## config.mk

```make
export PLATFORM = sky130hd
export DESIGN_NAME = log2_req_sched
export DESIGN_NICKNAME = d
export VERILOG_FILES = /design/src/rtl/log2_req_sched.sv
export SDC_FILE = /design/constraint.sdc
export NUM_CORES = 1
export LEC_CHECK = 0
export ABC_AREA = 1
export ABC_CLOCK_PERIOD_IN_PS = 5000
export CORE_MARGIN = 1
export CORE_UTILIZATION = 46
export CTS_BUF_LIST = sky130_fd_sc_hd__clkbuf_16
export CTS_CLUSTER_DIAMETER = 50
export DETAILED_ROUTE_END_ITERATION = 12
export PLACE_DENSITY = 0.87
export SYNTH_ARGS = -nofsm -noshare
export SYNTH_HDL_FRONTEND = slang
export SYNTH_SLANG_ARGS = --single-unit
export TNS_END_PERCENT = 1
```

## constraint.sdc

```tcl
create_clock -name clk -period 5 [get_ports clk]
set_input_delay 1 -clock clk [delete_from_list [all_inputs] [get_ports clk]]
set_output_delay 1 -clock clk [all_outputs]
set_load 0.1 [all_outputs]
```

## src/rtl/log2_req_sched.sv

```systemverilog
// Round-robin scheduler sharing one iterative log2 unit among NREQ requesters, one op in flight.
// Optional macro LOG2_TIMEOUT_EN adds a WAIT-state abort after TIMEOUT_CYC cycles without u_done.
module log2_req_sched #(
  parameter int NREQ        = 4,
  parameter int XW          = 8,
  parameter int RW          = 11,
  parameter int TIMEOUT_CYC = 64,
  localparam int IDW        = $clog2(NREQ)
) (
  input  logic                 clk,
  input  logic                 rst_n,
  input  logic [NREQ-1:0]      req_valid,
  input  logic [NREQ*XW-1:0]   req_x,
  output logic [NREQ-1:0]      req_ready,
  output logic                 rsp_valid,
  input  logic                 rsp_ready,
  output logic [IDW-1:0]       rsp_id,
  output logic [RW-1:0]        rsp_log2,
  output logic                 rsp_err,
  output logic                 u_start,
  output logic [XW-1:0]        u_x,
  input  logic                 u_done,
  input  logic [RW-1:0]        u_log2
);

  if (NREQ < 2 || TIMEOUT_CYC < 1) begin : g_param_check
    $error("log2_req_sched: NREQ must be >= 2 and TIMEOUT_CYC >= 1");
  end

  typedef enum logic [1:0] {
    S_IDLE  = 2'd0,
    S_ISSUE = 2'd1,
    S_WAIT  = 2'd2,
    S_RESP  = 2'd3
  } state_t;

  state_t           r_state, w_state_next;
  logic [IDW-1:0]   r_rr_ptr, w_rr_next;
  logic [IDW-1:0]   r_id, w_id_next;
  logic [XW-1:0]    r_x, w_x_next;
  logic [RW-1:0]    r_log2, w_log2_next;
  logic             r_err, w_err_next;

  logic [XW-1:0]    w_lane_x [NREQ];
  logic [IDW-1:0]   w_win;
  logic [XW-1:0]    w_win_x;
  logic             w_found;
  int               w_idx;

`ifdef LOG2_TIMEOUT_EN
  localparam int CW = $clog2(TIMEOUT_CYC + 1);
  logic [CW-1:0]    r_cnt, w_cnt_next;
`endif

  for (genvar gi = 0; gi < NREQ; gi++) begin : g_lane
    assign w_lane_x[gi] = req_x[gi*XW +: XW];
  end

  // Walk from the farthest candidate to the nearest so the last hit is the rr winner.
  always_comb begin
    w_found = 1'b0;
    w_win   = '0;
    w_idx   = 0;
    for (int k = NREQ; k >= 1; k--) begin
      w_idx = (int'(r_rr_ptr) + k) % NREQ;
      if (req_valid[w_idx[IDW-1:0]]) begin
        w_found = 1'b1;
        w_win   = w_idx[IDW-1:0];
      end
    end
  end

  assign w_win_x = w_lane_x[w_win];

  always_ff @(posedge clk or negedge rst_n) begin
    if (!rst_n) begin
      r_state  <= S_IDLE;
      r_rr_ptr <= IDW'(NREQ - 1);
      r_id     <= '0;
      r_x      <= '0;
      r_log2   <= '0;
      r_err    <= 1'b0;
`ifdef LOG2_TIMEOUT_EN
      r_cnt    <= '0;
`endif
    end else begin
      r_state  <= w_state_next;
      r_rr_ptr <= w_rr_next;
      r_id     <= w_id_next;
      r_x      <= w_x_next;
      r_log2   <= w_log2_next;
      r_err    <= w_err_next;
`ifdef LOG2_TIMEOUT_EN
      r_cnt    <= w_cnt_next;
`endif
    end
  end

  always_comb begin
    w_state_next = r_state;
    w_rr_next    = r_rr_ptr;
    w_id_next    = r_id;
    w_x_next     = r_x;
    w_log2_next  = r_log2;
    w_err_next   = r_err;
    req_ready    = '0;
    u_start      = 1'b0;
    rsp_valid    = 1'b0;
`ifdef LOG2_TIMEOUT_EN
    w_cnt_next   = r_cnt;
`endif
    case (r_state)
      S_IDLE: begin
        if (w_found) begin
          req_ready[w_win] = 1'b1;
          w_id_next        = w_win;
          w_x_next         = w_win_x;
          // log2(0) is undefined: answer directly with an error, unit untouched.
          if (w_win_x == '0) begin
            w_log2_next  = '0;
            w_err_next   = 1'b1;
            w_state_next = S_RESP;
          end else begin
            w_state_next = S_ISSUE;
          end
        end
      end
      S_ISSUE: begin
        u_start      = 1'b1;
        w_state_next = S_WAIT;
`ifdef LOG2_TIMEOUT_EN
        w_cnt_next   = '0;
`endif
      end
      S_WAIT: begin
        if (u_done) begin
          w_log2_next  = u_log2;
          w_err_next   = 1'b0;
          w_state_next = S_RESP;
        end
`ifdef LOG2_TIMEOUT_EN
        else if (r_cnt == CW'(TIMEOUT_CYC - 1)) begin
          w_log2_next  = '0;
          w_err_next   = 1'b1;
          w_state_next = S_RESP;
        end else begin
          w_cnt_next   = r_cnt + 1'b1;
        end
`endif
      end
      S_RESP: begin
        rsp_valid = 1'b1;
        if (rsp_ready) begin
          w_rr_next    = r_id;
          w_state_next = S_IDLE;
        end
      end
      default: w_state_next = S_IDLE;
    endcase
  end

  assign u_x      = r_x;
  assign rsp_id   = r_id;
  assign rsp_log2 = r_log2;
  assign rsp_err  = r_err;

endmodule

```

# [After elaboration in Yosys (flattened, before gate mapping)]
# Index checks and enable logic that the tools add are counted.
# Widths: inputs -> output; s select.
[classes] magnitude_cmp=7 n_mux=38 bitwise=1 n_reduce_logical=8 add_sub_neg=4 eq_ne=7
[op_table] op="$mux 11" count=3
[op_table] op="$pmux 11 s2" count=1
[op_table] op="$bmux 8 s2" count=1
[op_table] op="$mux 2" count=8
[op_table] op="$mux 8" count=2
[op_table] op="$lt 2x3->1 const B" count=5
[op_table] op="$mux 1" count=14
[op_table] op="$bmux 1 s2" count=4
[op_table] op="$logic_not 8->1" count=1
[op_table] op="$mux 4" count=2
[op_table] op="$ne 2x2->1 const B" count=4
[op_table] op="$pmux 2 s4" count=1
[op_table] op="$add 2x1->2 const B" count=2
[op_table] op="$add 2x2->2 const B" count=2
[op_table] op="$eq 2x2->1 const B" count=2
[op_table] op="$reduce_and 2->1" count=2
[op_table] op="$reduce_and 4->1" count=1
[op_table] op="$ge 3x3->1 const B" count=1
[op_table] op="$not 2->3" count=1
[op_table] op="$reduce_and 3->1" count=1
[op_table] op="$demux 1 s2" count=1
[op_table] op="$eq 2x1->1 const B" count=1
[op_table] op="$ge 2x1->1 const B" count=1
[op_table] op="$logic_not 2->1" count=1
[op_table] op="other kinds (3)" count=3
[word_totals] input_bits=51 output_inout_bits=28 ff_bits=26

# [Longest topological paths before layout]
[depth] word_depth=15 ltp_mapped=22 ltp_nobuf=20

# [Worst setup path before layout]
# No wires, ideal clock.
[synth_path] path_type="input-to-output" startpoint="input port req_valid[3]" endpoint="output port req_ready[0]" slack_ps=-185 stages=11 t_arrival_ps=4185 required_ps=4000 cell_sequence="inv_1 > o21ai_1 > nand2_1 > nand2_2 > inv_2 > nand4_1 > inv_1 > nor2_1 > inv_1 > clkbuf_1 > nor3_1"
[synth_between] elab_chain_cells=12 word_cells_on_any_way=23 cone_classes="order compare: 2; mux: 20; reduce/logical: 1"
[synth_lines] element="from (decl)" line="12" text="input logic [NREQ-1:0] req_valid,"
[synth_lines] element="$bmux 1 s2" line="66" text="if (req_valid[w_idx[IDW-1:0]]) begin"
[synth_lines] element="$mux 1 (not written as such)" line="66"
[synth_lines] element="$mux 2 (4 in series)" line="66"
[synth_lines] element="$lt 2x3->1 (not written as such) or $ge 2x1->1 (tied branches)" line="115" text="req_ready[w_win] = 1'b1;"
[synth_lines] element="$logic_and 1x1->1 (not written as such)" line="115"
[synth_lines] element="$mux 1 (not written as such)" line="115"
[synth_lines] element="$demux 1 s2" line="115"
[synth_lines] element="$mux 4 *" line="114" text="if (w_found) begin"
[synth_lines] element="$mux 4 *" line="112" text="case (r_state)"
[synth_lines] element="to (decl)" line="14" text="output logic [NREQ-1:0] req_ready,"
# Mark *: on every way between the ends. The rest lies on a longest branch, timed or not. The select of a mux whose other input is x is not followed.

# [Final worst setup path]
[layout_path] startpoint="input port req_valid[3]" endpoint="output port req_ready[2]"
# Same word-level chain as after synthesis.

==> metrics.md <==
| Metric | Value |
|---|---|
| Synth area leaders | `dfrtp_1 33%, nand2_1 21%, nand3_1 12%, inv_1 6.7%, nand2_2 4.5%` |
| Post-Route Setup TNS | `0 ps` |
| Initial antenna violation count | `0` |
| Nets | `399` |
| Grt ovf | `0` |
| Tcrit/Tclk final | `0.894` |
| CTS tree | `yes` |
| Starting density of the core | `0.484` |
| Final setup viols | `0` |
| Final ANT Viol Nets | `0` |
| Setup Skew | `5.40 ps` |
| YS warnings | `0` |
| Die ar. | `0.00417 mm^2` |
| Slew @ Worst Pin | `1010 ps` |
| Critical Path Source Type | `input port` |
| Routed WL | `4.80 mm` |
| Wire per inst | `12.3 um` |
| Max-slew violations | `0` |
| DR DRC count | `0` |
| Hold_ws | `469 ps` |
| Tmin final | `4470 ps` |
| Fmax | `0.224 GHz` |
| Synth cell types | `23` |
| Post-Layout Cell Count | `391` |
| Clock Path Buffers | `2` |
| Crit path max-delay family | `buffers and inverters` |
| Die Y | `64.5 um` |
| Die width | `64.5 um` |
| I/O Buffers | `78` |
| Core Area | `0.00372 mm^2` |
| Slowest Stage Delay on Critical Path | `450 ps` |
| Worst setup EP type | `output port` |
| Most common cell in the synthesized netlist | `nand2_1` |
| RSZ-0062 raised after global routing | `false` |
| GR Util All Layers | `0.253` |
| Post-CTS setup buffers | `0` |
| Final HPWL DP | `3.55 mm` |
| Vias in the first global route | `1,890` |
| Max transition margin | `0.324` |
| Hold buffer count at cts | `0` |
| Post-CTS sizing | `0` |
| Crit path DAT | `3470 ps` |
| Cell taking the most area after synthesis | `dfrtp_1` |
| Sequential area share after synthesis | `0.363` |
| Most used cell, CP | `inv_1` |
| Worst Path Buf+Inv | `7` |
| Placed cells | `387` |
| Max-Cap Viols | `0` |
| Crit Path Max Fanout | `14` |
| Rows | `22` |
| Routed vias/inst | `5.00` |
| Largest net degree at the start of global routing | `27` |
| Vias | `1,955` |
| Run status | `complete, no violations` |
| P&R area growth vs syn | `50.5%` |
| Hold Crit Class | `reg -> reg` |
| Worst-path clk slew | `60 ps` |
| Share of Yosys cell area claimed by the top area cell type | `0.334` |
| Final GP Congestion | `0.883` |
| Pre-Repair DR Iteration Count | `4` |
| Most frequent cells after synthesis | `100 x nand2_1, 44 x nand3_1, 32 x inv_1, 24 x dfrtp_1, 14 x o21ai_0` |
| Number of top-level pins | `79` |
| Slowest stage cell, crit path | `clkdlybuf4s50_1` |
| CTS root buf | `clkbuf_16` |
| Final Hold Viols | `0` |
| Share of post-route cells with drive strength above 1 | `0.0962` |
| First-pass GRT wire length | `8.27 mm` |
| Ys flop type | `dfrtp_1` |
| #FFs+latches synth | `26` |
| Post-layout util | `0.729` |
| Number of synthesized flops with an enable pin | `0` |
| Clock Sinks | `26` |
| Mapped Area | `0.00180 mm^2` |
| Syn nets | `325` |
| Crit Path Class | `in -> out` |
| Htree depth | `1` |
| Antenna diode count | `0` |
| Worst EP required | `4000 ps` |
| Total CTS buffers | `3` |
| Mean Syn Cell Area | `6.66 um^2` |
| FFs w/ async S/R, synth | `1.00` |
| Drt initial violations | `106` |
| Cells along the critical path | `clkdlybuf4s50_1 > inv_1 > o21ai_1 > nand2_1 > nand2_2 > inv_2 > nand4_1 > inv_1 > nor2_1 > inv_1 > nor2_1 > inv_1 > nor2_1 > buf_12` |
| Clk_lat worst skew | `260 ps` |
| Post-Syn Instances | `270` |
==> worst paths after layout <==
kind,endpoint,depth (start not counted),startpoint,slack (ps)
min in group asynchronous,rsp_log2[7],2,rst_n,1110
min reg2reg,rsp_log2[6],2,rsp_log2[6],470
min,rsp_log2[6],2,rsp_log2[6],470
max,req_ready[2],14,req_valid[3],530
max in group asynchronous,r_rr_ptr[0],2,rst_n,3600
max reg2reg,rsp_log2[1],19,r_rr_ptr[0],2030
==> layout make-up <==
type / instances / area, um^2
clock buffer: 3 / 75.1
clock inverter: 1 / 30.0
sequential: 26 / 653
multi-input combinational: 197 / 930
fill: 312 / 1010
tap: 48 / 60.1
inverter: 37 / 144
timing repair buffer: 79 / 816
==> worst reg2reg max path, delay by kind of cell (launching register included) <==
kind,cells,cell delay [ps]
buf+inv,3,220
flops,1,650
simple gates,16,1990
==> metal layers <==
layer  track usage  part of all wire
met3        0.0335             0.048
met4        0.0806             0.026
met2         0.449              0.50
met5             0                 0
met1         0.316              0.42
==> sequential cells by signal, summed over array words and instances, names as in the netlist <==
signal    cells
r_rr_ptr      2
r_state       2
rsp_err       1
rsp_id        2
rsp_log2     11
u_x           8
==> per-stage QoR <==
| stage | instance area (um^2) | setup WS (ps) |
|---|---|---|
| after floorplan | 1800 | 623 |
| after global placement | 2600 | 731 |
| after detailed placement | 2600 | 615 |
| after CTS | 2710 | 548 |
| after global routing | 2710 | 278 |
| final | 2710 | 528 |
==> cells by family after synthesis <==
logic type | share of synthesized area
adders and majority gates | 0.0278
DFF | 0.363
buffers and inverters | 0.123
AOI/OAI and AO/OA | 0.0542
and+or+nand+nor | 0.432
==> cell usage in the layout (no fill, tap or decap), drive strengths merged <==
master / netlist / layout
a21oi: 2 / 2
clkbuf: 2 / 3
bufinv: 0 / 1
nand2: 115 / 115
dfrtp: 24 / 24
dfstp: 2 / 2
nand4: 1 / 1
clkdlybuf4s50: 0 / 74
nand3b: 1 / 1
nand3: 45 / 45
buf: 8 / 5
inv: 37 / 37
nor3: 1 / 1
nor2: 11 / 11
ha: 4 / 4
o21ai: 15 / 15
a31oi: 2 / 2
Power is not shown: default switching activity piles up to over one toggle a cycle in this logic, so the estimate is an artifact.
